**src/rtl/load_store_unit_if.sv**
```systemverilog
// Purpose : bundle of CPU request/response and word-memory signals for load_store_unit.
// Ports   : master = CPU/memory environment side, slave = load_store_unit side.
//           req_*  request handshake and payload (CPU -> LSU), req_ready back
//           rsp_*  one-cycle response pulse with error flag and load data
//           mem_*  single-port word memory (combinational read, synchronous write)
interface load_store_unit_if #(
  parameter int unsigned ADDR_W = 10
);
  logic              req_valid;
  logic              req_ready;
  logic              req_we;
  logic [1:0]        req_size;
  logic              req_signed;
  logic [31:0]       req_addr;
  logic [31:0]       req_wdata;

  logic              rsp_valid;
  logic              rsp_err;
  logic [31:0]       rsp_rdata;

  logic [ADDR_W-1:0] mem_addr;
  logic              mem_we;
  logic [31:0]       mem_wdata;
  logic [31:0]       mem_rdata;

  modport master (
    output req_valid, req_we, req_size, req_signed, req_addr, req_wdata,
    input  req_ready, rsp_valid, rsp_err, rsp_rdata,
    input  mem_addr, mem_we, mem_wdata,
    output mem_rdata
  );

  modport slave (
    input  req_valid, req_we, req_size, req_signed, req_addr, req_wdata,
    output req_ready, rsp_valid, rsp_err, rsp_rdata,
    output mem_addr, mem_we, mem_wdata,
    input  mem_rdata
  );
endinterface

```
**src/rtl/load_store_unit.sv**
```systemverilog
// Purpose : load/store unit between the CPU datapath and a single-port big-endian
//           word memory. Byte/half/word loads with sign/zero extension, word stores
//           in one memory cycle, sub-word stores by read-modify-write, and error
//           responses for misaligned / reserved-size requests.
// Ports   : clk, rst (async, active-high), bus (load_store_unit_if.slave):
//           req_valid/req_ready/req_we/req_size/req_signed/req_addr/req_wdata,
//           rsp_valid/rsp_err/rsp_rdata, mem_addr/mem_we/mem_wdata/mem_rdata.
// Config  : define LSU_RANGE_CHECK_EN to reject addresses with any bit set above
//           the memory's byte address space; otherwise those bits are ignored and
//           the address wraps.
module load_store_unit #(
  parameter int unsigned ADDR_W = 10
) (
  input  logic              clk,
  input  logic              rst,
  load_store_unit_if.slave  bus
);

  localparam int unsigned DATA_W = 32;
  localparam int unsigned HALF_W = 16;
  localparam logic [1:0]  SZ_BYTE = 2'b00;
  localparam logic [1:0]  SZ_HALF = 2'b01;
  localparam logic [1:0]  SZ_WORD = 2'b10;
  localparam logic [1:0]  SZ_RSVD = 2'b11;

  typedef enum logic [1:0] {IDLE, ACCESS, WRITE, RESP} state_e;

  state_e              state_q,     state_d;
  logic                we_q,        we_d;
  logic [1:0]          size_q,      size_d;
  logic                signed_q,    signed_d;
  logic [1:0]          off_q,       off_d;
  logic [HALF_W-1:0]   wdata_q,     wdata_d;     // only sub-word stores merge from here
  logic                req_ready_q, req_ready_d;
  logic                rsp_valid_q, rsp_valid_d;
  logic                rsp_err_q,   rsp_err_d;
  logic [DATA_W-1:0]   rsp_rdata_q, rsp_rdata_d;
  logic [ADDR_W-1:0]   mem_addr_q,  mem_addr_d;
  logic                mem_we_q,    mem_we_d;
  logic [DATA_W-1:0]   mem_wdata_q, mem_wdata_d;  // also serves as the RMW merge buffer

  logic                req_bad_c;

  // Select the big-endian lane for a load and extend it to a full word.
  function automatic logic [DATA_W-1:0] load_lane(input logic [DATA_W-1:0] w,
                                                  input logic [1:0] sz,
                                                  input logic [1:0] off,
                                                  input logic sgn);
    logic [7:0]        b;
    logic [HALF_W-1:0] h;
    case (off)
      2'd0:    b = w[31:24];
      2'd1:    b = w[23:16];
      2'd2:    b = w[15:8];
      default: b = w[7:0];
    endcase
    h = off[1] ? w[15:0] : w[31:16];
    case (sz)
      SZ_BYTE: load_lane = {{24{sgn & b[7]}}, b};
      SZ_HALF: load_lane = {{16{sgn & h[15]}}, h};
      default: load_lane = w;
    endcase
  endfunction

  // Replace the addressed byte/half of the current memory word with store data.
  function automatic logic [DATA_W-1:0] merge_lane(input logic [DATA_W-1:0] w,
                                                   input logic [HALF_W-1:0] wd,
                                                   input logic [1:0] sz,
                                                   input logic [1:0] off);
    merge_lane = w;
    if (sz == SZ_BYTE) begin
      case (off)
        2'd0:    merge_lane[31:24] = wd[7:0];
        2'd1:    merge_lane[23:16] = wd[7:0];
        2'd2:    merge_lane[15:8]  = wd[7:0];
        default: merge_lane[7:0]   = wd[7:0];
      endcase
    end else if (off[1]) begin
      merge_lane[15:0] = wd;
    end else begin
      merge_lane[31:16] = wd;
    end
  endfunction

  // Request legality: size/alignment, plus the optional upper-address check.
  always_comb begin
    req_bad_c = (bus.req_size == SZ_RSVD)
              | ((bus.req_size == SZ_HALF) & bus.req_addr[0])
              | ((bus.req_size == SZ_WORD) & (|bus.req_addr[1:0]));
`ifdef LSU_RANGE_CHECK_EN
    req_bad_c = req_bad_c | (bus.req_addr[31:ADDR_W+2] != '0);
`endif
  end

`ifndef LSU_RANGE_CHECK_EN
  // Upper address bits wrap away when the range check is not built in.
  logic unused_addr_hi;
  assign unused_addr_hi = ^bus.req_addr[31:ADDR_W+2];
`endif

  // Next-state and registered-output logic.
  always_comb begin
    state_d     = state_q;
    we_d        = we_q;
    size_d      = size_q;
    signed_d    = signed_q;
    off_d       = off_q;
    wdata_d     = wdata_q;
    rsp_err_d   = rsp_err_q;
    rsp_rdata_d = rsp_rdata_q;
    mem_addr_d  = mem_addr_q;
    mem_we_d    = 1'b0;
    mem_wdata_d = '0;
    req_ready_d = 1'b0;
    rsp_valid_d = 1'b0;

    case (state_q)
      IDLE: begin
        if (bus.req_valid) begin
          we_d        = bus.req_we;
          size_d      = bus.req_size;
          signed_d    = bus.req_signed;
          off_d       = bus.req_addr[1:0];
          wdata_d     = bus.req_wdata[HALF_W-1:0];
          rsp_err_d   = req_bad_c;
          rsp_rdata_d = '0;
          if (req_bad_c) begin
            state_d = RESP;
          end else begin
            state_d    = ACCESS;
            mem_addr_d = bus.req_addr[ADDR_W+1:2];
            // Word stores write during ACCESS, so their strobe is set up now.
            if (bus.req_we && (bus.req_size == SZ_WORD)) begin
              mem_we_d    = 1'b1;
              mem_wdata_d = bus.req_wdata;
            end
          end
        end
      end
      ACCESS: begin
        if (!we_q) begin
          rsp_rdata_d = load_lane(bus.mem_rdata, size_q, off_q, signed_q);
          state_d     = RESP;
        end else if (size_q == SZ_WORD) begin
          state_d = RESP;
        end else begin
          state_d     = WRITE;
          mem_we_d    = 1'b1;
          mem_wdata_d = merge_lane(bus.mem_rdata, wdata_q, size_q, off_q);
        end
      end
      WRITE:   state_d = RESP;
      RESP:    state_d = IDLE;
      default: state_d = IDLE;
    endcase

    req_ready_d = (state_d == IDLE);
    rsp_valid_d = (state_d == RESP);
  end

  // State and output registers; reset aborts any access in flight.
  always_ff @(posedge clk or posedge rst) begin
    if (rst) begin
      state_q     <= IDLE;
      we_q        <= 1'b0;
      size_q      <= '0;
      signed_q    <= 1'b0;
      off_q       <= '0;
      wdata_q     <= '0;
      req_ready_q <= 1'b1;
      rsp_valid_q <= 1'b0;
      rsp_err_q   <= 1'b0;
      rsp_rdata_q <= '0;
      mem_addr_q  <= '0;
      mem_we_q    <= 1'b0;
      mem_wdata_q <= '0;
    end else begin
      state_q     <= state_d;
      we_q        <= we_d;
      size_q      <= size_d;
      signed_q    <= signed_d;
      off_q       <= off_d;
      wdata_q     <= wdata_d;
      req_ready_q <= req_ready_d;
      rsp_valid_q <= rsp_valid_d;
      rsp_err_q   <= rsp_err_d;
      rsp_rdata_q <= rsp_rdata_d;
      mem_addr_q  <= mem_addr_d;
      mem_we_q    <= mem_we_d;
      mem_wdata_q <= mem_wdata_d;
    end
  end

  assign bus.req_ready = req_ready_q;
  assign bus.rsp_valid = rsp_valid_q;
  assign bus.rsp_err   = rsp_err_q;
  assign bus.rsp_rdata = rsp_rdata_q;
  assign bus.mem_addr  = mem_addr_q;
  assign bus.mem_we    = mem_we_q;
  assign bus.mem_wdata = mem_wdata_q;

endmodule

```
**src/flat_wrapper.sv**
```systemverilog
// flat-port wrapper written by rule: the top's interface ports become plain ports
module load_store_unit_flat 
#(
  parameter int unsigned ADDR_W = 10
)
  (clk, rst, bus_req_valid, bus_req_we, bus_req_size, bus_req_signed, bus_req_addr, bus_req_wdata, bus_req_ready, bus_rsp_valid, bus_rsp_err, bus_rsp_rdata, bus_mem_addr, bus_mem_we, bus_mem_wdata, bus_mem_rdata);
  load_store_unit_if #(.ADDR_W(ADDR_W)) bus_i ();
  input  logic clk;
  input  logic rst;
  input wire logic [$bits(bus_i.req_valid)-1:0] bus_req_valid;
  input wire logic [$bits(bus_i.req_we)-1:0] bus_req_we;
  input wire logic [$bits(bus_i.req_size)-1:0] bus_req_size;
  input wire logic [$bits(bus_i.req_signed)-1:0] bus_req_signed;
  input wire logic [$bits(bus_i.req_addr)-1:0] bus_req_addr;
  input wire logic [$bits(bus_i.req_wdata)-1:0] bus_req_wdata;
  output wire logic [$bits(bus_i.req_ready)-1:0] bus_req_ready;
  output wire logic [$bits(bus_i.rsp_valid)-1:0] bus_rsp_valid;
  output wire logic [$bits(bus_i.rsp_err)-1:0] bus_rsp_err;
  output wire logic [$bits(bus_i.rsp_rdata)-1:0] bus_rsp_rdata;
  output wire logic [$bits(bus_i.mem_addr)-1:0] bus_mem_addr;
  output wire logic [$bits(bus_i.mem_we)-1:0] bus_mem_we;
  output wire logic [$bits(bus_i.mem_wdata)-1:0] bus_mem_wdata;
  input wire logic [$bits(bus_i.mem_rdata)-1:0] bus_mem_rdata;
  assign bus_i.req_valid = bus_req_valid;
  assign bus_i.req_we = bus_req_we;
  assign bus_i.req_size = bus_req_size;
  assign bus_i.req_signed = bus_req_signed;
  assign bus_i.req_addr = bus_req_addr;
  assign bus_i.req_wdata = bus_req_wdata;
  assign bus_req_ready = bus_i.req_ready;
  assign bus_rsp_valid = bus_i.rsp_valid;
  assign bus_rsp_err = bus_i.rsp_err;
  assign bus_rsp_rdata = bus_i.rsp_rdata;
  assign bus_mem_addr = bus_i.mem_addr;
  assign bus_mem_we = bus_i.mem_we;
  assign bus_mem_wdata = bus_i.mem_wdata;
  assign bus_i.mem_rdata = bus_mem_rdata;
  load_store_unit #(.ADDR_W(ADDR_W)) u_core (.clk(clk), .rst(rst), .bus(bus_i));
endmodule
```
**config.mk**
```make
export PLATFORM = sky130hd
export DESIGN_NAME = load_store_unit_flat
export DESIGN_NICKNAME = d
export VERILOG_FILES = /design/src/rtl/load_store_unit_if.sv /design/src/rtl/load_store_unit.sv /design/src/flat_wrapper.sv
export SDC_FILE = /design/constraint.sdc
export NUM_CORES = 1
export LEC_CHECK = 0
export ABC_AREA = 1
export CORE_UTILIZATION = 48
export CTS_BUF_LIST = sky130_fd_sc_hd__clkbuf_8
export CTS_CLUSTER_DIAMETER = 60
export DETAILED_ROUTE_END_ITERATION = 10
export GPL_TIMING_DRIVEN = 0
export PLACE_DENSITY = 0.83
export SYNTH_ARGS = -nofsm -noshare
export SYNTH_HDL_FRONTEND = slang
export SYNTH_SLANG_ARGS = --single-unit
```
**constraint.sdc**
```tcl
create_clock -name clk -period 4 [get_ports clk]
set_input_delay 0.4 -clock clk [delete_from_list [all_inputs] [get_ports clk]]
set_output_delay 0.4 -clock clk [all_outputs]
set_load 0.02 [all_outputs]
```
* After elaboration in Yosys (flattened, before gate mapping) *
Index checks and enable logic that the tools add are counted.

storage, ports and cells
  bits in registers = 102
  bits in latches = 0
  memory bits (writable) = 0
  ROM bits = 0
  output and inout bits = 78
  memories = 0

cells by class
  $add $sub $neg = 0
  multipliers = 0
  divide/modulo/power cells = 0
  $lt $le $gt $ge = 0
  eq/ne operators = 13
  shift operators = 0
  muxes and demuxes = 32
  bitwise logic cells = 7
  reductions and logical operators = 11

operator list
  operator                                                         number
  32-bit 2-to-1 mux                                                8
  32-bit one-hot mux with 2 select lines                           3
  16-bit 2-to-1 mux                                                3
  8-bit 2-to-1 mux                                                 6
  8-bit one-hot mux with 3 select lines                            1
  2-bit == test, second input constant                             7
  2-bit by 1-bit == test with 1-bit output, second input constant  4
  2-bit zero test                                                  4
  2-bit one-hot mux with 4 select lines                            1
  1-bit 2-to-1 mux                                                 6
  2-bit 2-to-1 mux                                                 3
  3-bit AND reduction                                              2
  1-bit bitwise AND                                                4
  2-bit != test, second input constant                             2
  3-bit OR reduction                                               1
  1-bit bitwise OR                                                 2
  1-bit one-hot mux with 2 select lines                            1
  2-bit AND reduction                                              1
  2-bit nonzero test                                               1
  2-bit OR reduction                                               1
  1-bit logical AND                                                1
  1-bit NOT                                                        1

* Longest topological paths before layout *
  word-level depth = 8
  mapped depth = 10

* Worst setup path after synthesis *
OpenSTA, ideal clock, no wires.

  path kind = reg-to-reg
  start point = register u_core.state_q[1]
  end point = register u_core.rsp_rdata_q[10], in the netlist u_core.bus.rsp_rdata[10]
  setup time = 0.117 ns
  arrival time = 1.422 ns
  setup slack = 2.461 ns
  cell stages (with the launch flop) = 10
  period minus slack after synthesis = 1.539 ns
  path through = dfrtp_1 > inv_1 > ha_1 > inv_1 > or2_2 > nand3_1 > buf_2 > a21oi_1 > nand2_1 > nand2_1

between the ends
  word-level cells in the longest chain between the ends = 3
  elaborated cells between the ends (all ways) = 7
  classes of those cells = eq/ne (3); mux (1); reduce/logical (3)

ends and longest elaborated chain
  item                                                                                RTL line                text
  start, declared                                                                     load_store_unit.sv:28   state_e state_q, state_d;
  start signal, assigned                                                              load_store_unit.sv:178  state_q <= state_d;
  2-bit by 1-bit == test with 1-bit output / 2-bit zero test (equally long branches)  load_store_unit.sv:117  case (state_q)
  2-bit != test (no line) / 2-bit nonzero test (equally long branches)                -
  3-bit AND reduction (no line)                                                       -
  end signal, assigned                                                                load_store_unit.sv:187  rsp_rdata_q <= rsp_rdata_d;
  end, declared                                                                       load_store_unit.sv:37   logic [DATA_W-1:0] rsp_rdata_q, rsp_rdata_d;

Parallel ways exist; a longest one is shown, timed or not.
A chain may end at the register's enable or synchronous reset.

* Worst setup path after layout *
  start point = register u_core.state_q[0]
  end point = register u_core.mem_wdata_q[13], in the netlist u_core.bus.mem_wdata[13]

between the ends
  word-level cells in the longest chain between the ends = 2
  elaborated cells between the ends (all ways) = 3
  classes of those cells = eq/ne (1); mux (1); reduce/logical (1)

ends and longest elaborated chain
  item                                                                                RTL line                text
  2-bit by 1-bit == test with 1-bit output / 2-bit zero test (equally long branches)  load_store_unit.sv:117
  32-bit one-hot mux with 2 select lines *                                            load_store_unit.sv:117
  named net u_core.mem_wdata_d[13]                                                    load_store_unit.sv:40   logic [DATA_W-1:0] mem_wdata_q, mem_wdata_d;
  end signal, assigned                                                                load_store_unit.sv:190  mem_wdata_q <= mem_wdata_d;
  end, declared                                                                       load_store_unit.sv:40

Mark *: on every way through the listed nets, which the timed path passes. The rest lies on a longest branch.

==> results.md <==
- R2R depth: 8
- Hold Path Class: input port to async pin
- Register area: 2554 um2
- Mean Syn Cell Area: around 7.2 um2
- Final WL: about 20000 um
- CP Capture Type: flip-flop
- Reg2reg start: u_core.state_q[0]
- Final antenna-violating net count: 0
- Combinational Power Share: 0.588
- Ys flop type: dfrtp_1
- Setup-failing EPs final: 0
- Syn Std Cell Area: about 5600 um2
- # fillers: around 1000
- DRT iter0 DRCs: roughly 490
- Worst-path clk slew: about 100 ps
- Ant diodes: 0
- Final hold viol count: 0
- Switch Pwr: between 0.002 and 0.003 W
- HPWL Detailed: ~16000 um
- Global route overflow: 0
- CTS sink count: between 100 and 150
- Final std cells w/o fill: 1100
- Share of power burned in registers: 0.292
- Crit path arrival time: ~2300 ps
- CP Max Fanout: 10
- Period Utilization, post-route: 0.5030
- Crit start category: flip-flop
- Post-synthesis sequential area ratio: 0.4548
- Postcts setup bufs: 0
- CP max-delay cell: dfrtp_1
- Fmax: between 400 and 500 MHz
- Root Buffer: clkbuf_8
- Yosys cell types: 29
- Initial antenna violation count: 0
- Worst Tran Pin Value: slightly above 600 ps
- Leakage: 3.769 nW
- Largest net degree at the start of global routing: 63
- GPL Wtd Cong: 0.9831
- CP cell instances: ha_1 > nand2_1 > inv_1 > nand2_1 > clkinv_1 > buf_4 > o211ai_1 > nand2_1
- Post-synth EDFFs: 0
- Total power divided by cell area: 728.4 nW/um2
- # port buffers: 160
- Hold bufs inserted after CTS: 0
- Reg-to-reg endpoint: u_core.bus.mem_wdata[13]
- Core area: roughly 11000 um2
- DRT Pass-1 Iters: 5
- CTS tree: built
- Syn. warnings: 0
- Worst rel slew slack: 0.5945
- Htree depth: 3
- Inst Count DP: around 1100
- Area of the multi-input gates: roughly 2600 um2
- Worst reg-to-reg setup slack: between 1500 and 2000 ps
- Switching Share: 0.4833
- Total CTS buffers: 9
- First-pass GRT wire length: about 30000 um
- Layout cells sized above 1: 0.06270
- Place WS: about 1900 ps
- Die H: about 110 um
- Via count: 6076
- Final Total Pwr: around 0.0056 W
- Cell repeated most along the worst path: nand2_1
- Period minus WS final: 2012 ps
- CP Class: flip-flop to flip-flop
- Peak VDD IR: around 0.45 mV
- Starting Density: 0.4918
- CTS max path bufs: 2
- Post-CTS Resized: 0
- Die W: between 100 and 150 um
- Routed len/inst: ~18 um
- Worst Slack Setup Final: ~2000 ps
- FP Rows: 39
- Net Count, Synth: between 800 and 900
- Pins Over Slew Limit: 0
- Critical path required time: ~4300 ps
- Number of global-route vias before repair: 5635
- Final clock skew: 10.57 ps
- DRC: 0
- Number of synthesized register bits: roughly 100
- Layout area overhead: 35.78%
- RSZ-0062 raised after global routing: no
- Syn Inst Count: 780
- Number of max-cap violations: 0
- Overall Global Routing Usage: 0.3465
- Asr flop ratio synth: 1.000
- Delay of the slowest cell on the worst path: between 400 and 500 ps
- Via-per-instance ratio: between 5 and 6
- I/O Pins: 181
- Setup TNS: 0 ps
- Final-stage net count: roughly 1100
- Clock Latency Late Sink: roughly 390 ps
- Clock share of power: 0.120
- Status: complete, no violations
- Die Area: approximately 12000 um2
- Internal: roughly 0.0029 W
==> cell families after synthesis <==
group	after synthesis	share of synthesized area
AO/OA/AOI/OAI	181	0.1698
flip-flops	102	0.4548
AND/OR/NAND/NOR	381	0.2825
buffers and inverters	114	0.08846
adder cells (fa/ha/maj)	2	0.004456
==> power groups by stage <==
stage,clock (W),combinational [W],sequential [W]
after detailed placement,0,0.00320,0.00163
after CTS,0.000672,0.00321,0.00161
final,0.000667,0.00326,0.00162
after global placement,0,0.00316,0.00163
after floorplan,0,0.00173,0.00186
after global routing,0.000710,0.00359,0.00166
==> sequential cells by signal, summed over array words and instances, names as in the netlist, 2 cells and up <==
register,count
u_core.size_q,2
u_core.bus.mem_wdata,32
u_core.bus.mem_addr,10
u_core.off_q,2
u_core.wdata_q,16
u_core.bus.rsp_rdata,32
u_core.state_q,2
==> stage by stage <==
step	util	hold slack [ps]	cell area [um2]
floorplan	-	453.0	5615
global placement	0.6477	458.2	7396
detailed placement	0.6503	462.7	7426
CTS	0.6678	404.5	7625
global route	0.6678	457.6	7625
finish	0.6678	394.4	7625
==> critical path, delay by kind of cell, from the launching register on <==
kind | cells | cell delay [ps]
flops | 1 | 420
simple gates | 3 | 330
buf+inv | 3 | 730
compound gates | 1 | 170
fa+ha+maj | 1 | 240
==> worst max-delay path by stage <==
| stage | cells past startpoint | to | from |
|---|---|---|---|
| floorplan | 1 | u_core.bus.mem_addr[0] | rst |
| global placement | 2 | u_core.bus.rsp_rdata[27] | rst |
| detailed placement | 7 | u_core.bus.mem_wdata[5] | bus_req_valid |
| CTS | 8 | u_core.bus.mem_wdata[13] | u_core.state_q[0] |
| global route | 8 | u_core.bus.mem_wdata[13] | u_core.state_q[0] |
| finish | 8 | u_core.bus.mem_wdata[13] | u_core.state_q[0] |
==> routing by layer <==
layer | wire [um] | vias up | share of wire | GRT usage
li1 | - | 2857 | - | -
met1 | 8441 | 2809 | 0.42 | 0.4715
met2 | 8718 | 352 | 0.43 | 0.5165
met3 | 2002 | 58 | 0.10 | 0.07172
met4 | 918 | 0 | 0.046 | 0.1880
met5 | 0 | - | 0 | 0
==> layout by cell type, fill, tap and decap left out <==
cell and instances:
o211ai_1 16, inv_6 1, buf_4 7, bufinv_16 1
clkinv_2 2, clkdlybuf4s50_1 160, nor3_1 6, o22ai_1 4
nand3_4 1, nor3_4 1, clkbuf_1 18, nand2_4 2
dfstp_2 1, nand3_2 1, nor2_2 1, o21ai_1 5
dfrtp_1 101, nand3_1 51, clkinv_1 1, inv_4 1
buf_6 3, nor2_1 32, inv_1 64, or2_2 1
buf_1 1, nand2_1 280, ha_1 2, nand2_2 1
clkbuf_8 10, buf_16 1, nor2_4 4, clkinv_4 1
o21a_1 1, buf_2 16, a21oi_1 52, o21ai_0 103
inv_2 4
==> Yosys cell counts, types with 5 or more instances <==
| cell | number | area share |
|---|---|---|
| nand2_1 | 280 | 0.19 |
| o21ai_0 | 103 | 0.092 |
| dfrtp_1 | 101 | 0.45 |
| inv_1 | 64 | 0.043 |
| a21oi_1 | 52 | 0.046 |
| nand3_1 | 51 | 0.045 |
| nor2_1 | 32 | 0.021 |
| clkbuf_1 | 18 | 0.012 |
| buf_2 | 16 | 0.014 |
| o211ai_1 | 16 | 0.021 |
| buf_4 | 7 | 0.0094 |
| nor3_1 | 6 | 0.0053 |
| o21ai_1 | 5 | 0.0045 |
==> area by class of cell <==
class | count | share of cell area
Multi-Input combinational cell | 564 | 0.3364
Sequential cell | 102 | 0.3349
Inverter | 69 | 0.03430
Timing Repair Buffer | 161 | 0.2137
Tap cell | 143 | 0.02347
Clock inverter | 6 | 0.008041
Buffer | 45 | 0.03118
Clock buffer | 10 | 0.01805
No activity file was read; power rests on OpenSTA's default activity.
